==> src/rtl/serial_pkg.sv <==
// -----------------------------------------------------------------------------
// serial_pkg
//
// Definitions shared by the UART transmit (serial_tx) and receive (serial_rx)
// blocks. Both sides agree on the frame shape and the line levels through
// this package, so a change here keeps the pair consistent.
//
// Contents:
//   DEFAULT_DATA_BITS  payload width used when a block is not overridden
//   DEFAULT_STOP_BITS  stop-bit periods used when a block is not overridden
//   LINE_IDLE          level of the serial line between frames (mark)
//   LINE_START         level of the start bit (space)
//   serial_state_e     frame state encoding shared by both directions
//   serial_cnt_width   width of a counter that must hold 0..n-1
// -----------------------------------------------------------------------------
package serial_pkg;

    localparam int DEFAULT_DATA_BITS = 8;
    localparam int DEFAULT_STOP_BITS = 1;

    localparam logic LINE_IDLE  = 1'b1;
    localparam logic LINE_START = 1'b0;

    // Fixed encoding so the receive side and debug tooling can decode the
    // state register by value.
    typedef enum logic [1:0] {
        IDLE  = 2'd0,
        START = 2'd1,
        DATA  = 2'd2,
        STOP  = 2'd3
    } serial_state_e;

    // Bits needed for a counter that runs 0..n-1; never narrower than 1 bit.
    function automatic int serial_cnt_width(input int n);
        return (n > 1) ? $clog2(n) : 1;
    endfunction

endpackage

==> src/rtl/serial_tx.sv <==
// -----------------------------------------------------------------------------
// serial_tx
//
// UART transmitter, N data bits, no parity, STOP_BITS stop bits, LSB first.
// A byte is taken on a valid/ready handshake and shifted out on tx_o, one bit
// per baud_rate_tick_i. The tick comes from a free-running baud generator
// shared with serial_rx, so the start bit lasts from accept to the first tick
// (up to one bit period plus phase error).
//
// Parameters:
//   DATA_BITS  payload width in bits (at least 2)
//   STOP_BITS  number of stop-bit periods (1 or 2)
//
// Ports:
//   sysclk            system clock, rising edge
//   reset_n           asynchronous active-low reset; aborts any frame
//   baud_rate_tick_i  one-sysclk pulse per bit period
//   data_i            byte to send, sampled only at the accept edge
//   valid_i           data_i valid, held by the source until accepted
//   ready_o           high while idle and able to accept a byte
//   tx_o              serial line, idle high, driven straight from a flop
//   busy_o            high from accept until the last stop period ends
// -----------------------------------------------------------------------------
module serial_tx
    import serial_pkg::*;
#(
    parameter int DATA_BITS = DEFAULT_DATA_BITS,
    parameter int STOP_BITS = DEFAULT_STOP_BITS
) (
    input  logic                 sysclk,
    input  logic                 reset_n,
    input  logic                 baud_rate_tick_i,
    input  logic [DATA_BITS-1:0] data_i,
    input  logic                 valid_i,
    output logic                 ready_o,
    output logic                 tx_o,
    output logic                 busy_o
);

    // One counter serves both the data bits and the stop periods, so it is
    // sized for whichever is longer.
    localparam int MAX_CNT = (DATA_BITS > STOP_BITS) ? DATA_BITS : STOP_BITS;
    localparam int CNT_W   = serial_cnt_width(MAX_CNT);

    localparam logic [CNT_W-1:0] LAST_DATA = CNT_W'(DATA_BITS - 1);
    localparam logic [CNT_W-1:0] LAST_STOP = CNT_W'(STOP_BITS - 1);

    serial_state_e        state;
    logic [DATA_BITS-1:0] shift;
    logic [CNT_W-1:0]     bit_cnt;

    // tx_o is always loaded with the level of the bit about to be on the
    // line, so it changes only on a clock edge and never glitches while the
    // state register updates. ready_o/busy_o are registered the same way.
    always_ff @(posedge sysclk or negedge reset_n) begin
        if (!reset_n) begin
            state   <= IDLE;
            shift   <= '0;
            bit_cnt <= '0;
            tx_o    <= LINE_IDLE;
            ready_o <= 1'b1;
            busy_o  <= 1'b0;
        end else begin
            case (state)
                IDLE: begin
                    tx_o <= LINE_IDLE;
                    // A tick on the accept edge is deliberately ignored: the
                    // start bit must span at least until the next tick.
                    if (valid_i && ready_o) begin
                        shift   <= data_i;
                        state   <= START;
                        tx_o    <= LINE_START;
                        ready_o <= 1'b0;
                        busy_o  <= 1'b1;
                    end
                end

                START: begin
                    if (baud_rate_tick_i) begin
                        state   <= DATA;
                        bit_cnt <= '0;
                        tx_o    <= shift[0];
                    end
                end

                DATA: begin
                    if (baud_rate_tick_i) begin
                        shift <= shift >> 1;
                        if (bit_cnt == LAST_DATA) begin
                            state   <= STOP;
                            bit_cnt <= '0;
                            tx_o    <= LINE_IDLE;
                        end else begin
                            bit_cnt <= bit_cnt + 1'b1;
                            // shift[1] becomes shift[0] on this same edge.
                            tx_o    <= shift[1];
                        end
                    end
                end

                STOP: begin
                    tx_o <= LINE_IDLE;
                    if (baud_rate_tick_i) begin
                        if (bit_cnt == LAST_STOP) begin
                            state   <= IDLE;
                            bit_cnt <= '0;
                            ready_o <= 1'b1;
                            busy_o  <= 1'b0;
                        end else begin
                            bit_cnt <= bit_cnt + 1'b1;
                        end
                    end
                end

                default: begin
                    state   <= IDLE;
                    tx_o    <= LINE_IDLE;
                    ready_o <= 1'b1;
                    busy_o  <= 1'b0;
                end
            endcase
        end
    end

endmodule

==> config.mk <==
export PLATFORM = sky130hd
export DESIGN_NAME = serial_tx
export DESIGN_NICKNAME = d
export VERILOG_FILES = /design/src/rtl/serial_pkg.sv /design/src/rtl/serial_tx.sv
export SDC_FILE = /design/constraint.sdc
export NUM_CORES = 1
export LEC_CHECK = 0
export ABC_CLOCK_PERIOD_IN_PS = 2200
export BUFFER_PORTS_ARGS = -buffer_cell sky130_fd_sc_hd__buf_2
export CORE_ASPECT_RATIO = 0.9
export CORE_MARGIN = 2
export CORE_UTILIZATION = 50
export CTS_CLUSTER_DIAMETER = 50
export DETAILED_ROUTE_END_ITERATION = 10
export GPL_ROUTABILITY_DRIVEN = 0
export GPL_TIMING_DRIVEN = 0
export PLACE_DENSITY = 0.74
export SYNTH_ARGS = -nofsm -noshare
export SYNTH_HDL_FRONTEND = slang
export SYNTH_SLANG_ARGS = --single-unit
==> constraint.sdc <==
create_clock -name sysclk -period 2.2 [get_ports sysclk]
set_input_delay 0.33 -clock sysclk [delete_from_list [all_inputs] [get_ports sysclk]]
set_output_delay 0.33 -clock sysclk [all_outputs]
set_load 0.02 [all_outputs]
# Yosys cells after proc, flatten, opt, wreduce, memory -nomap -nowiden
# Index checks and enable logic that the tools add are counted.
# word_totals
output_inout_bits,3
reg_bits,16
input_bits,12
elab_cells,57
# op_classes
n_eq_ne,10
add_sub_neg,1
reduce_logical,11
muxes,29
# ops
cell,n
$mux 8,2
$pmux 8 s2,1
$mux 3,5
$mux 2,6
$ne 2x2->1 const B,6
$mux 1,10
$pmux 3 s3,1
$pmux 2 s4,1
$reduce_and 4->1,2
$reduce_and 6->1,1
$eq 2x2->1 const B,2
$pmux 1 s2,2
$pmux 1 s4,1
$reduce_bool 2->1,2
$add 3x1->3 const B,1
$eq 3x3->1 const B,1
$logic_not 3->1,1
$reduce_and 3->1,1
$reduce_bool 3->1,1
$eq 2x1->1 const B,1
$logic_not 2->1,1
$reduce_and 2->1,1
$logic_and 1x1->1,1

# Depth between registers and ports, before layout
# Gate-level depths: netlist (run 1).
# depth
depth_word,4
ltp_mapped,7

# Least setup slack after synthesis (run 1)
# OpenSTA, ideal clock, no wires.
# synth_path
path_kind,reg-to-reg
startpoint,register state[0]
endpoint,register state[1]
setup_slack_ns,0.605
t_arrival_ns,1.468
setup_ns,0.128
n_path_buf,0
period_less_slack_ns,1.595
stages_incl_launch_ff,7
path_cell_list,dfrtp_1 -> inv_1 -> ha_1 -> nor3_1 -> nor2_1 -> nor3_2 -> mux2_1
# synth_between
elab_chain_cells,3
word_cells_on_any_way,12
cone_classes,eq/ne: 9; mux: 1; reduce/logical: 2
# synth_rtl
item,line,source
start: declaration,serial_tx.sv:48,serial_state_e state;
start signal: assignment,serial_tx.sv:57,state <= IDLE;
start signal: assignment,serial_tx.sv:71,state <= START;
start signal: assignment,serial_tx.sv:80,state <= DATA;
"$eq 2x2->1, or another cell as far along",serial_tx.sv:64,case (state)
$ne 2x2->1 (no line),n/a,
$reduce_and 6->1 (no line),n/a,
# Several ways; a longest one is shown, not always the timed one.
# A chain may end at the register's enable or synchronous reset.

# Worst setup path after layout (run 1)
# Same ends and word-level chain as after synthesis.

==> metrics.csv, run 1 <==
stage;metric;value;unit
synthesis;cell with the most instances after synthesis;dfrtp_1;
finish;Area growth syn-to-layout;15.5;%
global_route;initial antenna violation count;0;
clock_tree;CTS Buffer Depth;2;
synthesis;post-synth top area share;37.0;%
critical_path;Worst Setup End Kind;register;
die;die width;49.9;um
critical_path;largest fanout on the critical path;7;
critical_path;CP max stage cell;dfrtp_1;
routing;routed vias;731;
routing;DRC viols;0;
critical_path;CP Cell Sequence;inv_1, ha_1, nor3_1, nor2_1, nor3_2, mux2_1;
synthesis;synthesized net count;113;
clock_tree;cts bufs inserted;3;
critical_path;crit path capture;state[1]$_DFFE_PN0P_;
synthesis;Post-synth EDFFs;0;
critical_path;CP delay by family, top;simple AND/OR/NAND/NOR gates;
die;Starting Density;54.6;%
global_route;vias in the first global route;702;
global_route;global-route wire length before repair;3070;um
clock_tree;clock latency on the worst-skew pair;0.29;ns
hold_path;worst hold path type;primary input to register;
clock_tree;Post-CTS Setup Bufs;0;
clock_tree;clock root buffer;clkbuf_4;
die;io pins;15;
timing;relative slew slack;75.0;%
critical_path;startpoint types;register;
clock_tree;Clock transition at path regs;0.10;ns
finish;diode count;0;
timing;clk_skew;0.00553;ns
critical_path;crit-path max cell delay;0.38;ns
timing;post-route minimum period;1.80;ns
clock_tree;TritonCTS clock tree;built;
hold_path;Hold Startpoint;data_i[3];
timing;Final Cycle Share;82.0;%
finish;layout cells sized above 1;30.4;%
die;Core Area;1730;um2
critical_path;Crit Path Class;register to register;
timing;fmax;555;MHz
synthesis;FF+latch count, synth;16;
placed_design;hpwl dp;1320;um
critical_path;R2R setup slack;0.40;ns
die;die area;2260;um2
critical_path;Critical R2R Launch;state[0]$_DFFE_PN0P_;
routing;detailed-route wire length;1770;um
critical_path;R2R depth;6;
synthesis;cell taking the most area after synthesis;dfrtp_1;
finish;final-stage net count;133;
timing;setup TNS;0;ns
flow_run;# Max-Cap Violations;0;
synthesis;Yosys cell types;28;
clock_tree;H-tree Lvls;1;
placed_design;PortBufs;14;
critical_path;Buf+Inv Stages, Crit Path;1;
synthesis;Seq/Total Area, Yosys;42.5;%
timing;Hold Violations, Final;0;
synthesis;syn avg cell area;10.2;um2
timing;Least-Margin Pin Slew;0.375;ns
timing;final worst slack;0.397;ns
synthesis;Post-Syn Area;947;um2
critical_path;WP depth;6;
finish;number of filler cells placed in the layout;144;
routing;Final ANT Viol Nets;0;
critical_path;worst endpoint required time;2.38;ns
timing;RSZ-0062 raised after global routing;false;
critical_path;CP startpoint;state[0]$_DFFE_PN0P_;
routing;First-pass DRT Iterations;4;
synthesis;top_reg_cell synth;dfrtp_1;
critical_path;Worst R2R End;state[1]$_DFFE_PN0P_;
placed_design;pre-CTS setup slack;0.432;ns
timing;final setup vio count;0;
die;die extent in y;45.3;um
power_and_ir_drop;Worst VDD drop;0.829;mV
synthesis;synth warn;0;
synthesis;top cells by count, synth;dfrtp_1 (14), o21ai_0 (11), nor2_1 (9), ha_1 (8), mux2i_1 (8);
synthesis;Synth Instances;93;
synthesis;Synth area leaders;dfrtp_1 (37%), ha_1 (11%), mux2i_1 (8.5%);
die;site row count;14;
clock_tree;clock sink total;16;
critical_path;worst path arrival time;1.99;ns
timing;Slew Limit Fails;0;
global_route;largest net degree at the start of global routing;17;
routing;Via density;5.38;
run_status;status;finished, final reports clean;
global_route;remaining global-route overflow;0;
routing;Starting DRT DRC Count;11;
power_and_ir_drop;leakage;0.000494;uW
global_route;total track usage;18.4;%
synthesis;Post-synth ARST share;100;%
power_and_ir_drop;P per Cell Area;1570;nW/um2
routing;Routed WL per cell;13.0;um
flip-flops by register name, summed over array words and instances, names as in the netlist:
name	flops
bit_cnt	3
busy_o	1
ready_o	1
shift	8
state	2
tx_o	1
worst min-delay path: stages:
cell,delay (ns)
buf_2,0.08
mux2i_1,0.07
a21oi_2,0.12
per-stage QoR:
step | area (um2) | hold WS, ns | cells | total power (uW) | util [%]
2_1_floorplan | 947 | 0.0344 | 93 | 1320 | -
3_3_place_gp | 1050 | 0.260 | 131 | 1480 | 60.4
3_5_place_dp | 1050 | 0.266 | 131 | 1530 | 60.4
4_1_cts | 1090 | 0.335 | 136 | 1730 | 63.1
5_1_grt | 1090 | 0.341 | 136 | 1860 | 63.1
6_report | 1090 | 0.339 | 136 | 1720 | 63.1
cells by family after synthesis:
family	synth area share (%)
AO/OA/AOI/OAI	19.4
adder cells (fa/ha/maj)	10.6
buffers and inverters	4.49
flip-flops	42.5
multiplexers	9.64
AND/OR/NAND/NOR	13.3
report_power, final:
| part | internal [uW] | switching, uW |
|---|---|---|
| clock network | 101 | 95.7 |
| logic | 419 | 558 |
| registers | 451 | 97.4 |
| total | 970 | 751 |
layer usage:
layer | vias up | routed length (um) | global-route usage [%]
met1 | 350 | 892 | 24.9
li1 | 365 | - | -
met3 | 2 | 65 | 5.96
met2 | 14 | 805 | 29.3
met5 | - | 0 | 0
met4 | 0 | 9 | 3.33
placed cells by master, fill, tap and decap left out, types with 2 or more instances in the layout:
cell and instances:
mux2i_1 8, o21ai_0 11, clkbuf_4 3, ha_1 8, nand3_1 2, a21oi_2 3, inv_1 6, a31oi_1 2
a21oi_1 6, dfrtp_1 14, buf_2 15, dfstp_2 2, and2b_1 2, nor2_1 9, nand2_1 3, nor2_2 3
final cells by class:
class                      instances  area, um2  area share [%]
inverter                           7       26.3            2.40
sequential                        16        403            36.8
buffer                             2       16.3            1.49
tap                               24       30.0            2.75
clock buffer                       4       36.3            3.32
timing repair buffer              15       80.1            7.32
multi-input combinational         68        502            45.9
worst min-delay path by stage:
| stage | to | cells past startpoint |
|---|---|---|
| floorplan | bit_cnt[0]$_DFFE_PN0P_ | 0 |
| global placement | busy_o$_DFFE_PN0P_ | 1 |
| detailed placement | busy_o$_DFFE_PN0P_ | 1 |
| CTS | shift[3]$_DFFE_PN0P_ | 3 |
| global route | shift[4]$_DFFE_PN0P_ | 3 |
| finish | shift[3]$_DFFE_PN0P_ | 3 |
timing repair:
action                                 4_1_cts  5_1_grt
hold buffers                                 1        0
gates resized for setup                      0        0
endpoints found under the hold margin       14        0
Power figures use the tool's default switching activity.
==> inputs of run 2 (changes only) <==
--- a/config.mk
+++ b/config.mk
@@ -5,7 +5,7 @@
 export SDC_FILE = /design/constraint.sdc
 export NUM_CORES = 1
 export LEC_CHECK = 0
-export ABC_CLOCK_PERIOD_IN_PS = 2200
+export ABC_CLOCK_PERIOD_IN_PS = 1700
 export BUFFER_PORTS_ARGS = -buffer_cell sky130_fd_sc_hd__buf_2
 export CORE_ASPECT_RATIO = 0.9
 export CORE_MARGIN = 2
==> constraint.sdc (replaced) <==
create_clock -name sysclk -period 1.7 [get_ports sysclk]
set_input_delay 0.255 -clock sysclk [delete_from_list [all_inputs] [get_ports sysclk]]
set_output_delay 0.255 -clock sysclk [all_outputs]
set_load 0.02 [all_outputs]
==> metrics.csv, run 2 (synthesis results as in run 1) <==
stage;metric;value;unit;change
power_and_ir_drop;leakage;0.000512;uW;+3.6%
global_route;total track usage;18.9;%;+0.51 points
timing;final worst slack;0.0552;ns;-0.342 ns
routing;Final ANT Viol Nets;0;;unchanged
finish;number of flip-flops in the largest register;8;;unchanged
finish;area of the multi-input gates;536;um2;+6.7%
routing;detailed-route wire length;1940;um;+9.1%
placed_design;pre-CTS setup slack;-0.0678;ns;-0.500 ns
critical_path;R2R setup slack;0.06;ns;-0.34 ns
timing;Least-Margin Pin Slew;0.374;ns;-0.00115 ns
die;io pins;15;;unchanged
routing;First-pass DRT Iterations;4;;unchanged
timing;Final Cycle Share;96.8;%;+15 points
clock_tree;clock root buffer;clkbuf_4;;
critical_path;largest fanout on the critical path;4;;-3
finish;final-stage net count;137;;+3.0%
critical_path;CP max stage cell;dfrtp_1;;
global_route;remaining global-route overflow;0;;unchanged
finish;Top reg by flops;shift;;
routing;DRC viols;0;;unchanged
placed_design;PortBufs;14;;unchanged
critical_path;CP delay by family, top;simple AND/OR/NAND/NOR gates;;
timing;clk_skew;0.00413;ns;-0.00139 ns
timing;relative slew slack;75.1;%;+0.077 points
finish;number of filler cells placed in the layout;139;;-3.5%
critical_path;crit-path most repeated cell;nor3_2;;
routing;routed vias;744;;+1.8%
timing;RSZ-0062 raised after global routing;false;;
finish;most frequent cells in the layout;buf_2 (15), dfrtp_1 (14), o21ai_0 (11);;
die;Starting Density;54.6;%;unchanged
critical_path;startpoint types;register;;
clock_tree;Clock transition at path regs;0.10;ns;about the same
critical_path;crit-path max cell delay;0.45;ns;+0.07 ns
hold_path;worst hold path type;primary input to register;;
global_route;global-route wire length before repair;3170;um;+3.2%
global_route;vias in the first global route;708;;+0.85%
die;die area;2260;um2;unchanged
timing;fmax;608;MHz;+9.6%
critical_path;CP Cell Sequence;inv_2, ha_2, nor3_2, nor2_1, nor3_2, mux2_1;;
timing;Slew Limit Fails;0;;unchanged
finish;Util after Layout;66.7;%;+3.7 points
placed_design;hpwl dp;1320;um;unchanged
hold_path;Hold Startpoint;data_i[3];;
run_status;status;finished, final reports clean;;
clock_tree;H-tree Lvls;1;;unchanged
finish;largest registers;shift (8), bit_cnt (3), state (2);;
routing;Starting DRT DRC Count;23;;+12
critical_path;worst path arrival time;1.83;ns;-0.16 ns
die;die extent in y;45.3;um;unchanged
critical_path;Crit Path Class;register to register;;
global_route;largest net degree at the start of global routing;17;;unchanged
timing;final setup vio count;0;;unchanged
finish;fin cells;140;;+2.9%
finish;Area growth syn-to-layout;22.2;%;
critical_path;worst endpoint required time;1.89;ns;-0.49 ns
clock_tree;cts bufs inserted;3;;unchanged
critical_path;Worst R2R End;state[1]$_DFFE_PN0P_;;
finish;sequential cell area;403;um2;unchanged
timing;Hold Violations, Final;0;;unchanged
die;Core Area;1730;um2;unchanged
critical_path;Critical R2R Launch;state[1]$_DFFE_PN0P_;;
die;die width;49.9;um;unchanged
clock_tree;TritonCTS clock tree;built;;
power_and_ir_drop;Worst VDD drop;1.25;mV;+50%
critical_path;Worst Setup End Kind;register;;
finish;most common cell after layout, fill and taps aside;buf_2;;
clock_tree;CTS Buffer Depth;2;;unchanged
finish;diode count;0;;unchanged
timing;Hold WS;0.262;ns;-0.0771 ns
clock_tree;clock latency on the worst-skew pair;0.29;ns;about the same
hold_path;Hold EP;shift[3]$_DFFE_PN0P_;;
placed_design;placed insts;131;;unchanged
critical_path;R2R depth;6;;unchanged
timing;post-route minimum period;1.64;ns;-0.158 ns
flow_run;# Max-Cap Violations;0;;unchanged
critical_path;Buf+Inv Stages, Crit Path;1;;unchanged
clock_tree;clock sink total;16;;unchanged
die;site row count;14;;unchanged
routing;Routed WL per cell;13.8;um;+6.0%
finish;layout cells sized above 1;40.5;%;+10 points
routing;Via density;5.31;;-1.1%
hold_path;hold depth;3;;unchanged
power_and_ir_drop;P per Cell Area;2120;nW/um2;+35%
global_route;initial antenna violation count;0;;unchanged
[run 2: cell types whose count changed in the layout (fill, tap and decap cells not counted), sizes merged]
cell  before  now
buf       16   20
[run 2: metrics by stage]
step | power [uW] | cell area (um2) | TNS (ns)
floorplan | 1700 | 947 | 0
global placement | 1910 | 1050 | -0.0503
detailed placement | 1970 | 1050 | -0.0678
CTS | 2310 | 1120 | 0
global route | 2640 | 1160 | 0
finish | 2460 | 1160 | 0
[run 2: cell type report]
class	count	share of cell area, %
clock buffer	4	3.14
tap	24	2.59
multi-input combinational	68	46.3
timing repair buffer	19	9.51
buffer	2	1.41
inverter	7	2.27
sequential	16	34.8
[run 2: worst reg2reg max path: cells and delay by family, from the launching register on]
family | cells | cell delay [ns]
adder cells (fa/ha/maj) | 1 | 0.21
buffers and inverters | 1 | 0.08
flip-flops | 1 | 0.45
multiplexers | 1 | 0.34
AND/OR/NAND/NOR | 3 | 0.46
[run 2: routing by layer]
metal,GRT usage (%),share of wire (%),vias up
met5,0,0,-
met4,3.33,0.52,0
met3,5.96,2.7,2
met2,29.9,47,10
met1,25.9,50,356
li1,-,-,376
[run 2: worst max path at each step]
stage,cells after the start,slack [ns],start,to
global placement,6,-0.05,state[0]$_DFFE_PN0P_,state[1]$_DFFE_PN0P_
CTS,5,0.0007,state[0]$_DFFE_PN0P_,state[1]$_DFFE_PN0P_
floorplan,6,0.10,state[0]$_DFFE_PN0P_,state[1]$_DFFE_PN0P_
finish,6,0.06,state[1]$_DFFE_PN0P_,state[1]$_DFFE_PN0P_
global route,5,0.001,state[1]$_DFFE_PN0P_,state[1]$_DFFE_PN0P_
detailed placement,6,-0.07,state[0]$_DFFE_PN0P_,state[1]$_DFFE_PN0P_
[run 2: report_power, final]
part	switching, uW	total [uW]	internal [uW]
Clock	127	258	131
Sequential	145	728	583
Combinational	777	1470	693
[run 2: timing repair]
action,CTS,global route
gates resized for setup,6,5
hold endpoints to repair,14,0
hold buffers,1,0
buffers inserted,1,3
setup endpoints to repair,1,8
pin swaps,2,2
